==> src/rtl/bin2bcd_seq.sv <==
// bin2bcd_seq: sequential binary-to-BCD converter using the double-dabble method.
// Converts one BIN_WIDTH-bit value into BCDdigits*2 packed BCD digits.
// A conversion takes BIN_WIDTH+1 clocks after start is accepted.
// Values that do not fit in the display are shown as all ones, with ovf set.
// Optional feature macro: BIN2BCD_SIGNED_EN. When it is defined, bin_in is
// treated as two's complement, and neg flags negative values.
module bin2bcd_seq #(
  parameter int BCDdigits = 2,
  parameter int BIN_WIDTH = 16
) (
  input  logic                     clk,
  input  logic                     reset,
  input  logic                     start,
  input  logic [BIN_WIDTH-1:0]     bin_in,
  output logic                     busy,
  output logic                     done,
  output logic [BCDdigits*8-1:0]   bcd_out,
  output logic                     ovf,
  output logic                     neg
);

  localparam int NDIG  = BCDdigits * 2;
  localparam int BCD_W = NDIG * 4;
  localparam int CW    = $clog2(BIN_WIDTH) + 1;
  // Largest value the display can show, 10^NDIG - 1.
  localparam logic [63:0] MAX_VAL = (64'd10 ** NDIG) - 64'd1;

  typedef enum logic [1:0] {
    IDLE  = 2'd0,
    SHIFT = 2'd1,
    DONE  = 2'd2
  } state_t;

  state_t               state_q;
  logic [BCD_W-1:0]     bcd_q;      // BCD accumulator
  logic [BIN_WIDTH-1:0] bin_q;      // binary operand being shifted out
  logic [CW-1:0]        cnt_q;      // shifts already performed
  logic                 ovf_pend_q; // flags latched at capture, published in DONE
  logic                 neg_pend_q;
  logic                 busy_q;
  logic                 done_q;
  logic [BCD_W-1:0]     bcd_out_q;
  logic                 ovf_q;
  logic                 neg_q;

  logic [BIN_WIDTH-1:0] mag_d;
  logic                 neg_d;
  logic                 ovf_d;
  logic [BCD_W-1:0]     adj_d;
  logic [BCD_W-1:0]     bcd_d;
  logic [BIN_WIDTH-1:0] bin_d;

  // Magnitude, sign and overflow of the value that start would capture.
  always_comb begin
    // NOTE: every always_comb output gets a default first so no path can infer a latch.
    mag_d = bin_in;
    neg_d = 1'b0;
`ifdef BIN2BCD_SIGNED_EN
    neg_d = bin_in[BIN_WIDTH-1];
    // The most negative value negates to itself, which is the correct unsigned magnitude.
    if (neg_d) mag_d = ~bin_in + 1'b1;
`endif
    ovf_d = 64'(mag_d) > MAX_VAL;
  end

  // One double-dabble step: add 3 to each nibble >= 5, then shift {BCD, binary} left.
  always_comb begin
    adj_d = bcd_q;
    for (int i = 0; i < NDIG; i++) begin
      if (bcd_q[4*i +: 4] >= 4'd5) adj_d[4*i +: 4] = bcd_q[4*i +: 4] + 4'd3;
    end
    {bcd_d, bin_d} = {adj_d, bin_q} << 1;
  end

  // Control FSM and all registered outputs. Reset is synchronous and wins over everything.
  always_ff @(posedge clk) begin
    // NOTE: sequential state uses non-blocking assignments so every register sees pre-edge values.
    if (reset) begin
      state_q    <= IDLE;
      bcd_q      <= '0;
      bin_q      <= '0;
      cnt_q      <= '0;
      ovf_pend_q <= 1'b0;
      neg_pend_q <= 1'b0;
      busy_q     <= 1'b0;
      done_q     <= 1'b0;
      bcd_out_q  <= '0;
      ovf_q      <= 1'b0;
      neg_q      <= 1'b0;
    end else begin
      done_q <= 1'b0;
      case (state_q)
        IDLE: begin
          if (start) begin
            bin_q      <= mag_d;
            bcd_q      <= '0;
            cnt_q      <= '0;
            ovf_pend_q <= ovf_d;
            neg_pend_q <= neg_d;
            busy_q     <= 1'b1;
            state_q    <= SHIFT;
          end
        end
        SHIFT: begin
          bcd_q <= bcd_d;
          bin_q <= bin_d;
          cnt_q <= cnt_q + 1'b1;
          if (cnt_q == CW'(BIN_WIDTH - 1)) state_q <= DONE;
        end
        DONE: begin
          bcd_out_q <= ovf_pend_q ? '1 : bcd_q;
          ovf_q     <= ovf_pend_q;
          neg_q     <= neg_pend_q;
          done_q    <= 1'b1;
          busy_q    <= 1'b0;
          state_q   <= IDLE;
        end
        default: begin
          busy_q  <= 1'b0;
          state_q <= IDLE;
        end
      endcase
    end
  end

  assign busy    = busy_q;
  assign done    = done_q;
  assign bcd_out = bcd_out_q;
  assign ovf     = ovf_q;
  assign neg     = neg_q;

endmodule
==> config.mk <==
export PLATFORM = sky130hd
export DESIGN_NAME = bin2bcd_seq
export DESIGN_NICKNAME = d
export VERILOG_FILES = /design/src/rtl/bin2bcd_seq.sv
export SDC_FILE = /design/constraint.sdc
export NUM_CORES = 1
export LEC_CHECK = 0
export BUFFER_PORTS_ARGS = -buffer_cell sky130_fd_sc_hd__buf_2
export CAP_MARGIN = 20
export CORE_ASPECT_RATIO = 0.6
export CORE_UTILIZATION = 56
export CTS_CLUSTER_DIAMETER = 30
export DETAILED_ROUTE_END_ITERATION = 6
export PLACE_DENSITY = 0.91
export RECOVER_POWER = 25
export SLEW_MARGIN = 20
export SYNTH_ARGS = -nofsm -noshare
export SYNTH_HDL_FRONTEND = slang
export SYNTH_SLANG_ARGS = --single-unit
==> constraint.sdc <==
create_clock -name clk -period 1.6 [get_ports clk]
set_clock_uncertainty 0.1 [all_clocks]
set_input_delay 0.32 -clock clk [delete_from_list [all_inputs] [get_ports clk]]
set_output_delay 0.32 -clock clk [all_outputs]
set_load 0.05 [all_outputs]
==> results of run 1 <==
-- stage by stage --
stage / cell area [µm²] / util (%)
5_1_grt: 3060 / 71.9
2_1_floorplan: 2580 / -
3_5_place_dp: 2860 / 67.2
4_1_cts: 3040 / 71.4
3_3_place_gp: 2860 / 67.2
6_report: 3060 / 71.9
-- Yosys cell counts --
master	count	area share [%]
nand2b_1	5	1.2
dfxtp_1	59	46
o41ai_1	1	0.34
nor4b_2	1	0.58
nor2_2	1	0.24
a21oi_1	12	2.3
o21ai_0	9	1.7
nand3b_1	1	0.29
conb_1	1	0.15
a31oi_1	2	0.48
a221oi_2	1	0.58
xor2_1	3	1.0
a2bb2oi_1	1	0.34
nor2_1	82	12
clkbuf_1	6	0.87
mux2i_1	5	1.9
nor3_1	8	1.6
nor4_1	13	3.2
nand4_1	2	0.48
and3_1	1	0.24
or2_2	1	0.24
a311oi_1	8	2.7
mux2_2	1	0.44
ha_1	10	4.8
and2_1	1	0.24
a22o_1	11	3.7
nand2_1	3	0.44
o22ai_1	1	0.24
inv_1	11	1.6
nor2b_1	2	0.48
nand3_1	6	1.2
or3b_1	1	0.34
a211oi_1	9	2.6
buf_6	1	0.44
buf_2	10	1.9
o21a_1	1	0.29
and2b_1	1	0.29
xnor2_1	4	1.4
clkinv_1	1	0.15
buf_4	4	1.2
-- what timing repair did --
action / in CTS / in global routing
pin swaps: 0 / 4
endpoints found under the setup margin: 8 / 7
gates resized for setup: 4 / 6
-- layout make-up --
class | count | area share, %
clock buffers | 11 | 4.95
clock inverters | 3 | 0.491
inverters | 12 | 1.47
multi-input cells | 209 | 41.7
flip-flops and latches | 59 | 38.7
well taps | 60 | 2.45
repair buffers | 51 | 10.2
-- kinds of logic (layout without fill, tap and decap cells) --
| logic type | count (synthesis) | after routing | share of synthesized area (%) |
|---|---|---|---|
| flops | 59 | 59 | 45.8 |
| fa+ha+maj | 10 | 10 | 4.85 |
| buf+inv | 33 | 77 | 6.16 |
| other cells | 1 | 1 | 0.145 |
| xor+xnor | 7 | 7 | 2.38 |
| simple gates | 129 | 129 | 22.9 |
| mux | 6 | 6 | 2.38 |
| compound gates | 56 | 56 | 15.4 |
-- tightest hold or removal path: stages --
cell and delay [ns]:
buf_2 0.10, nor2_1 0.09, nor4_1 0.05
-- power breakdown --
| group | switching [mW] | total, mW | leakage [nW] | internal, mW |
|---|---|---|---|---|
| Combinational | 0.187 | 0.296 | 0.700 | 0.110 |
| Clock | 0.545 | 1.16 | 0.0908 | 0.620 |
| Sequential | 0.0315 | 1.55 | 0.482 | 1.52 |
| Total | 0.763 | 3.01 | 1.27 | 2.25 |
-- sequential cells by signal (all words and copies together), names as in the netlist --
name / flops
cnt_q: 5
ovf: 1
state_q: 2
bin_q: 16
busy: 1
done: 1
bcd_out: 16
ovf_pend_q: 1
bcd_q: 16
-- path summary, 6_finish.rpt --
path	start	endpoint	slack, ns	depth (start not counted)
max	state_q[1]	cnt_q[2]	0.04	6
min	bin_in[8]	bin_q[8]	0.18	3
max reg2reg	state_q[1]	cnt_q[2]	0.04	6
min reg2reg	bin_q[15]	bcd_q[0]	0.38	2
-- routing by layer --
| metal | wire length, µm | vias to the layer above | GRT usage (%) |
|---|---|---|---|
| met5 | 0 | - | 0 |
| met4 | 172 | 0 | 13.8 |
| met3 | 482 | 26 | 8.30 |
| met2 | 2870 | 118 | 44.6 |
| met1 | 2860 | 1061 | 36.3 |
| li1 | - | 1124 | - |
==> flow_metrics.py, run 1 <==
metrics = {
    "setup_path": {
        "cp_data_required_time_ns": 1.70,
        "start_kind": "flop",
        "arrival_ns": 1.66,
        "critical_path_buf_inv_count": 2,
        "crit_family": "compound AO/OA/AOI/OAI gates",
        "cp-end-kind": "flop",
        "max_stage_delay_ns": 0.36,
        "crit_chain": "buf_4 > nand2b_1 > buf_4 > nor2_1 > o21ai_0 > a21oi_1",
        "cp_max_fo": 10,
        "crit_slowest_cell": "dfxtp_1",
        "crit_top_cell": "buf_4",
        "crit_type": "reg2reg",
    },
    "route": {
        "drt_first_pass_iters": 5,
        "vias_per_cell": 5.75,
        "via_count": 2329,
        "routed_wl_um": 6390,
        "detail-route-antenna-nets": 0,
        "drc": 0,
        "drt_iter0_drc": 224,
        "post_drt_wl_per_cell_um": 15.8,
    },
    "sta": {
        "slew_viol_final": 0,
        "period_needed_ns": 1.56,
        "setup_ws_ns": 0.0385,
        "finalSetupViolCount": 0,
        "hold_ws_ns": 0.182,
        "clock.fmax_mhz": 640,
        "final_hold_viol_count": 0,
        "tns_ns": 0,
        "fin_crit_sh_pct": 97.6,
    },
    "yosys": {
        "synth_seq_cells": 59,
        "ys_types": 40,
        "syn_area_per_cell_um2": 8.57,
        "syn-instance-count": 301,
        "syn_area_um2": 2580,
        "syn-num-nets": 330,
        "synth_warnings": 0,
        "ys_seq_area_share_pct": 45.8,
    },
    "cts": {
        "cts.sinks": 59,
        "clock-root-buffer": "clkbuf_8",
        "cts_setup_buffers": 0,
        "cts.clk_slew.worst_paths_ns": 0.06,
        "clock_latency_ns": 0.34,
        "cts_buffer_depth": 2,
        "cts_inserted_buffers": 9,
        "hold_buffers": 0,
        "cts_tree": "yes",
        "cts_max_level": 3,
    },
    "global_routing": {
        "grt_max_degree": 36,
        "grt_first_pass_wirelength_um": 9980,
        "grt_use_total_pct": 28.4,
        "antenna_found_initial": 0,
        "first_global_vias": 2074,
        "overflow": 0,
    },
    "layout": {
        "nFillCells": 296,
        "layout_common_cells": "nor2_1 (82), dfxtp_1 (56), buf_2 (26)",
        "syn2layout_area_growth_pct": 18.6,
        "final_layout_size_suffix_gt1_share_pct": 22.9,
        "fin_cells": 405,
        "multi_input_area_um2": 1270,
        "final_common_cell": "nor2_1",
        "nNetsFinal": 371,
        "antenna_cells": 0,
        "seq_area_um2": 1180,
    },
    "power_and_ir_drop": {
        "power.leakage_nw": 1.27,
        "total_power_mw": 3.01,
        "power.density_nw_per_um2": 985,
        "ir_worst_vdd_uv": 460,
    },
    "place": {
        "gp_congestion": 0.825,
        "dp_cells": 391,
        "dp_slack_ns": -0.0588,
        "dp_hpwl_um": 4160,
        "numPortBuffers": 37,
    },
    "run": {
        "max_cap_viol_count": 0,
    },
    "die": {
        "start_util_pct": 60.6,
        "io_pins": 39,
        "fp.dieH_um": 54.6,
        "design.core.area_um2": 4260,
        "die_w_um": 89.6,
        "rows": 18,
        "die-area_um2": 4890,
    },
    "outcome": {
        "status": "complete, no violations",
    },
    "hold_path": {
        "worstHoldPathType": "in2reg",
    },
}
No activity file was read; power rests on OpenSTA's default activity.
==> inputs of run 2 (changes only) <==
==> constraint.sdc (replaced) <==
create_clock -name clk -period 1.6 [get_ports clk]
set_clock_uncertainty 0.1 [all_clocks]
set_input_delay 0.32 -clock clk [delete_from_list [all_inputs] [get_ports clk]]
set_output_delay 0.32 -clock clk [all_outputs]
set_load 0.01 [all_outputs]
==> flow_metrics.py, run 2 (same netlist as run 1, synthesis figures left out) <==
metrics = {
    "outcome": {
        "status": "complete, no violations",
    },
    "sta": {
        "clock.fmax_mhz": 650,
        "finalSetupViolCount": 0,
        "final_hold_viol_count": 0,
        "tns_ns": 0,
        "fin_crit_sh_pct": 96.2,
        "slew_viol_final": 0,
        "period_needed_ns": 1.54,
    },
    "global_routing": {
        "overflow": 0,
        "grt_use_total_pct": 28.4,
        "antenna_found_initial": 0,
        "grt_first_pass_wirelength_um": 9980,
        "grt_max_degree": 36,
        "first_global_vias": 2074,
    },
    "place": {
        "numPortBuffers": 37,
        "gp_congestion": 0.825,
        "dpl_cell_area_um2": 2860,
        "dp_cells": 391,
        "dp_hpwl_um": 4160,
    },
    "layout": {
        "multi_input_area_um2": 1270,
        "final_cell_area_um2": 3040,
        "fin_cells": 405,
        "final_common_cell": "nor2_1",
        "antenna_cells": 0,
        "seq_area_um2": 1180,
        "nNetsFinal": 371,
        "syn2layout_area_growth_pct": 17.8,
        "final_layout_size_suffix_gt1_share_pct": 18.0,
        "nFillCells": 305,
        "layout_common_cells": "nor2_1 (82), dfxtp_1 (56), buf_2 (20)",
    },
    "route": {
        "vias_per_cell": 5.69,
        "detail-route-antenna-nets": 0,
        "drt_iter0_drc": 248,
        "routed_wl_um": 6390,
        "via_count": 2305,
        "post_drt_wl_per_cell_um": 15.8,
        "drt_first_pass_iters": 6,
        "drc": 0,
    },
    "run": {
        "max_cap_viol_count": 0,
    },
    "cts": {
        "cts_max_level": 3,
        "cts_setup_buffers": 0,
        "cts_buffer_depth": 2,
        "cts.clk_slew.worst_paths_ns": 0.07,
        "clock_latency_ns": 0.34,
        "clock-root-buffer": "clkbuf_8",
        "cts_inserted_buffers": 9,
        "cts_tree": "yes",
        "cts.sinks": 59,
    },
    "setup_path": {
        "cp-end-kind": "flop",
        "arrival_ns": 1.72,
        "start_kind": "flop",
        "cp_data_required_time_ns": 1.78,
        "crit_type": "reg2reg",
        "cp_max_fo": 4,
    },
    "die": {
        "die_w_um": 89.6,
        "fp.dieH_um": 54.6,
        "design.core.area_um2": 4260,
        "start_util_pct": 60.6,
        "die-area_um2": 4890,
        "rows": 18,
        "io_pins": 39,
    },
    "power_and_ir_drop": {
        "total_power_mw": 3.00,
        "power.density_nw_per_um2": 986,
        "ir_worst_vdd_uv": 460,
        "power.leakage_nw": 1.21,
    },
    "hold_path": {
        "worstHoldPathType": "in2reg",
    },
}
-- run 2: changes by cell type in the layout (fill, tap and decap cells not counted), sizes merged --
cell,before,now
buf,39,34
clkbuf,23,28
-- run 2: worst paths after layout --
check            start         to  slack (ns)  cells past startpoint
min reg2reg  bin_q[15]   bcd_q[0]        0.38                      2
min          bin_in[3]   bin_q[3]        0.19                      3
max reg2reg  bcd_q[13]  bcd_q[14]        0.06                      6
max          bcd_q[13]  bcd_q[14]        0.06                      6
-- run 2: per-stage QoR --
stage	setup WS (ns)	util (%)	hold WS, ns
after floorplan	0.145	-	0.332
final	0.0615	71.4	0.186
after global placement	0.0947	67.2	0.343
after detailed placement	-0.0588	67.2	0.370
after global routing	-0.0344	71.4	0.173
after CTS	0.0100	71.4	0.170
-- run 2: per-layer routing --
metal	vias to the layer above	global-route usage, %	share of wire [%]
li1	1126	-	-
met3	22	8.30	7.6
met5	-	0	0
met2	110	44.6	45
met1	1047	36.3	45
met4	0	13.8	2.4
-- run 2: final cells by class --
cell class                 instances  share of cell area [%]
clock buffer                      11                    4.98
clock inverter                     3                   0.494
inverter                          12                    1.48
multi-input combinational        209                    41.9
sequential                        59                    39.0
tap                               60                    2.47
timing repair buffer              51                    9.67
-- run 2: repair_timing --
| item | CTS | global route |
|---|---|---|
| resized for setup | 4 | 6 |
| hold buffers | 0 | 0 |
| gates cloned | 0 | 0 |
| endpoints found under the setup margin | 8 | 7 |
| pin swaps | 0 | 4 |
-- run 2: power by group --
group          internal [mW]  switching, mW  total (mW)
Sequential              1.52         0.0315        1.55
Combinational          0.111          0.176       0.287
Clock                  0.620          0.540        1.16
-- run 2: critical path, cell delays in order, from the launching register on --
cell	delay, ns
dfxtp_2	0.33
inv_1	0.13
ha_1	0.22
nand2b_1	0.08
a21oi_2	0.22
mux2i_1	0.24
a22o_1	0.14
==> inputs of run 3 (changes only) <==
==> constraint.sdc (replaced) <==
create_clock -name clk -period 1.7 [get_ports clk]
set_clock_uncertainty 0.1 [all_clocks]
set_input_delay 0.34 -clock clk [delete_from_list [all_inputs] [get_ports clk]]
set_output_delay 0.34 -clock clk [all_outputs]
set_load 0.01 [all_outputs]
==> flow_metrics.py, run 3 (same netlist as run 1, synthesis figures left out) <==
metrics = {
    "global_routing": {
        "overflow": 0,
        "grt_first_pass_wirelength_um": 9640,
        "antenna_found_initial": 0,
        "grt_max_degree": 49,
        "grt_use_total_pct": 27.4,
        "first_global_vias": 2025,
    },
    "route": {
        "routed_wl_um": 6130,
        "drt_first_pass_iters": 4,
        "vias_per_cell": 5.65,
        "detail-route-antenna-nets": 0,
        "drt_iter0_drc": 221,
        "post_drt_wl_per_cell_um": 15.2,
        "drc": 0,
        "via_count": 2272,
    },
    "setup_path": {
        "cp_max_fo": 4,
        "arrival_ns": 1.77,
        "r2r_start": "bcd_q[9]",
        "cp-end-kind": "flop",
        "crit_type": "reg2reg",
        "endpoint": "bcd_q[10]",
        "cp_data_required_time_ns": 1.89,
        "worstRegToRegCells": 6,
        "timing.critical_path.from": "bcd_q[9]",
        "worstReg2RegEnd": "bcd_q[10]",
        "rrSetupSlack_ns": 0.12,
        "start_kind": "flop",
    },
    "cts": {
        "hold_buffers": 0,
        "clock-root-buffer": "clkbuf_8",
        "clock_latency_ns": 0.34,
        "cts_setup_buffers": 0,
        "cts_max_level": 3,
        "cts_resized": 0,
        "cts_tree": "yes",
        "cts_inserted_buffers": 9,
        "cts_buffer_depth": 2,
        "cts.sinks": 59,
        "cts.clk_slew.worst_paths_ns": 0.07,
    },
    "sta": {
        "fin_crit_sh_pct": 93.1,
        "period_needed_ns": 1.58,
        "clock.fmax_mhz": 632,
        "rsz0062_at_grt": "false",
        "tns_ns": 0,
        "slew_viol_final": 0,
        "hold_ws_ns": 0.193,
        "final_hold_viol_count": 0,
        "finalSetupViolCount": 0,
    },
    "place": {
        "numPortBuffers": 37,
        "gp_congestion": 0.803,
        "dp_cells": 387,
        "dp_hpwl_um": 4070,
    },
    "die": {
        "die_w_um": 89.6,
        "design.core.area_um2": 4260,
        "die-area_um2": 4890,
        "start_util_pct": 60.6,
        "rows": 18,
        "fp.dieH_um": 54.6,
        "io_pins": 39,
    },
    "layout": {
        "postLayoutCoreUtil_pct": 70.8,
        "syn2layout_area_growth_pct": 16.8,
        "fin_cells": 402,
        "final_layout_size_suffix_gt1_share_pct": 16.1,
        "layout_common_cells": "nor2_1 (81), dfxtp_1 (59), buf_2 (20)",
        "antenna_cells": 0,
        "nNetsFinal": 367,
        "final_common_cell": "nor2_1",
    },
    "power_and_ir_drop": {
        "power.leakage_nw": 1.20,
        "power.density_nw_per_um2": 984,
        "ir_worst_vdd_uv": 570,
        "total_power_mw": 2.96,
    },
    "hold_path": {
        "worstHoldPathType": "in2reg",
    },
    "run": {
        "max_cap_viol_count": 0,
    },
    "outcome": {
        "status": "complete, no violations",
    },
}
run 3: metal layers:
layer	share of wire (%)	vias to the layer above	track usage, %	routed length [µm]
met3	8.4	11	9.80	513
met5	0	-	0	0
met1	46	1037	35.8	2840
met2	43	104	41.0	2660
met4	1.8	0	11.9	110
li1	-	1120	-	-
run 3: per-stage QoR:
stage          area [µm²]  setup WS [ns]
6_report             3010          0.117
3_5_place_dp         2830         0.0468
5_1_grt              3010         0.0221
3_3_place_gp         2830         0.0663
4_1_cts              3020         0.0322
2_1_floorplan        2580          0.245
run 3: critical path, cell delays in order, from the launching register on:
cell and delay, ns:
dfxtp_1 0.36, inv_1 0.10, ha_1 0.18, nand2b_1 0.15
a21oi_2 0.25, mux2i_1 0.25, a22o_1 0.14
run 3: cell type report:
cell class	instances	area, µm²
multi-input combinational	209	1260
fill	321	1240
sequential	59	1180
timing repair buffer	47	264
clock buffer	10	138
tap	60	75.1
clock inverter	5	53.8
inverter	12	45.0
run 3: report_power, final:
part / switching [mW] / internal, mW
registers: 0.0296 / 1.43
logic: 0.166 / 0.0986
clock network: 0.538 / 0.702
run 3: worst min path at each step:
stage / from / end / slack [ns] / cells past startpoint
6_report: bin_in[3] / bin_q[3] / 0.19 / 3
5_1_grt: bin_in[5] / bin_q[5] / 0.20 / 3
4_1_cts: bin_in[3] / bin_q[3] / 0.18 / 3
3_5_place_dp: bcd_q[13] / bcd_q[13] / 0.38 / 1
3_3_place_gp: bin_q[15] / bcd_q[0] / 0.36 / 2
2_1_floorplan: bin_q[15] / bcd_q[0] / 0.33 / 2
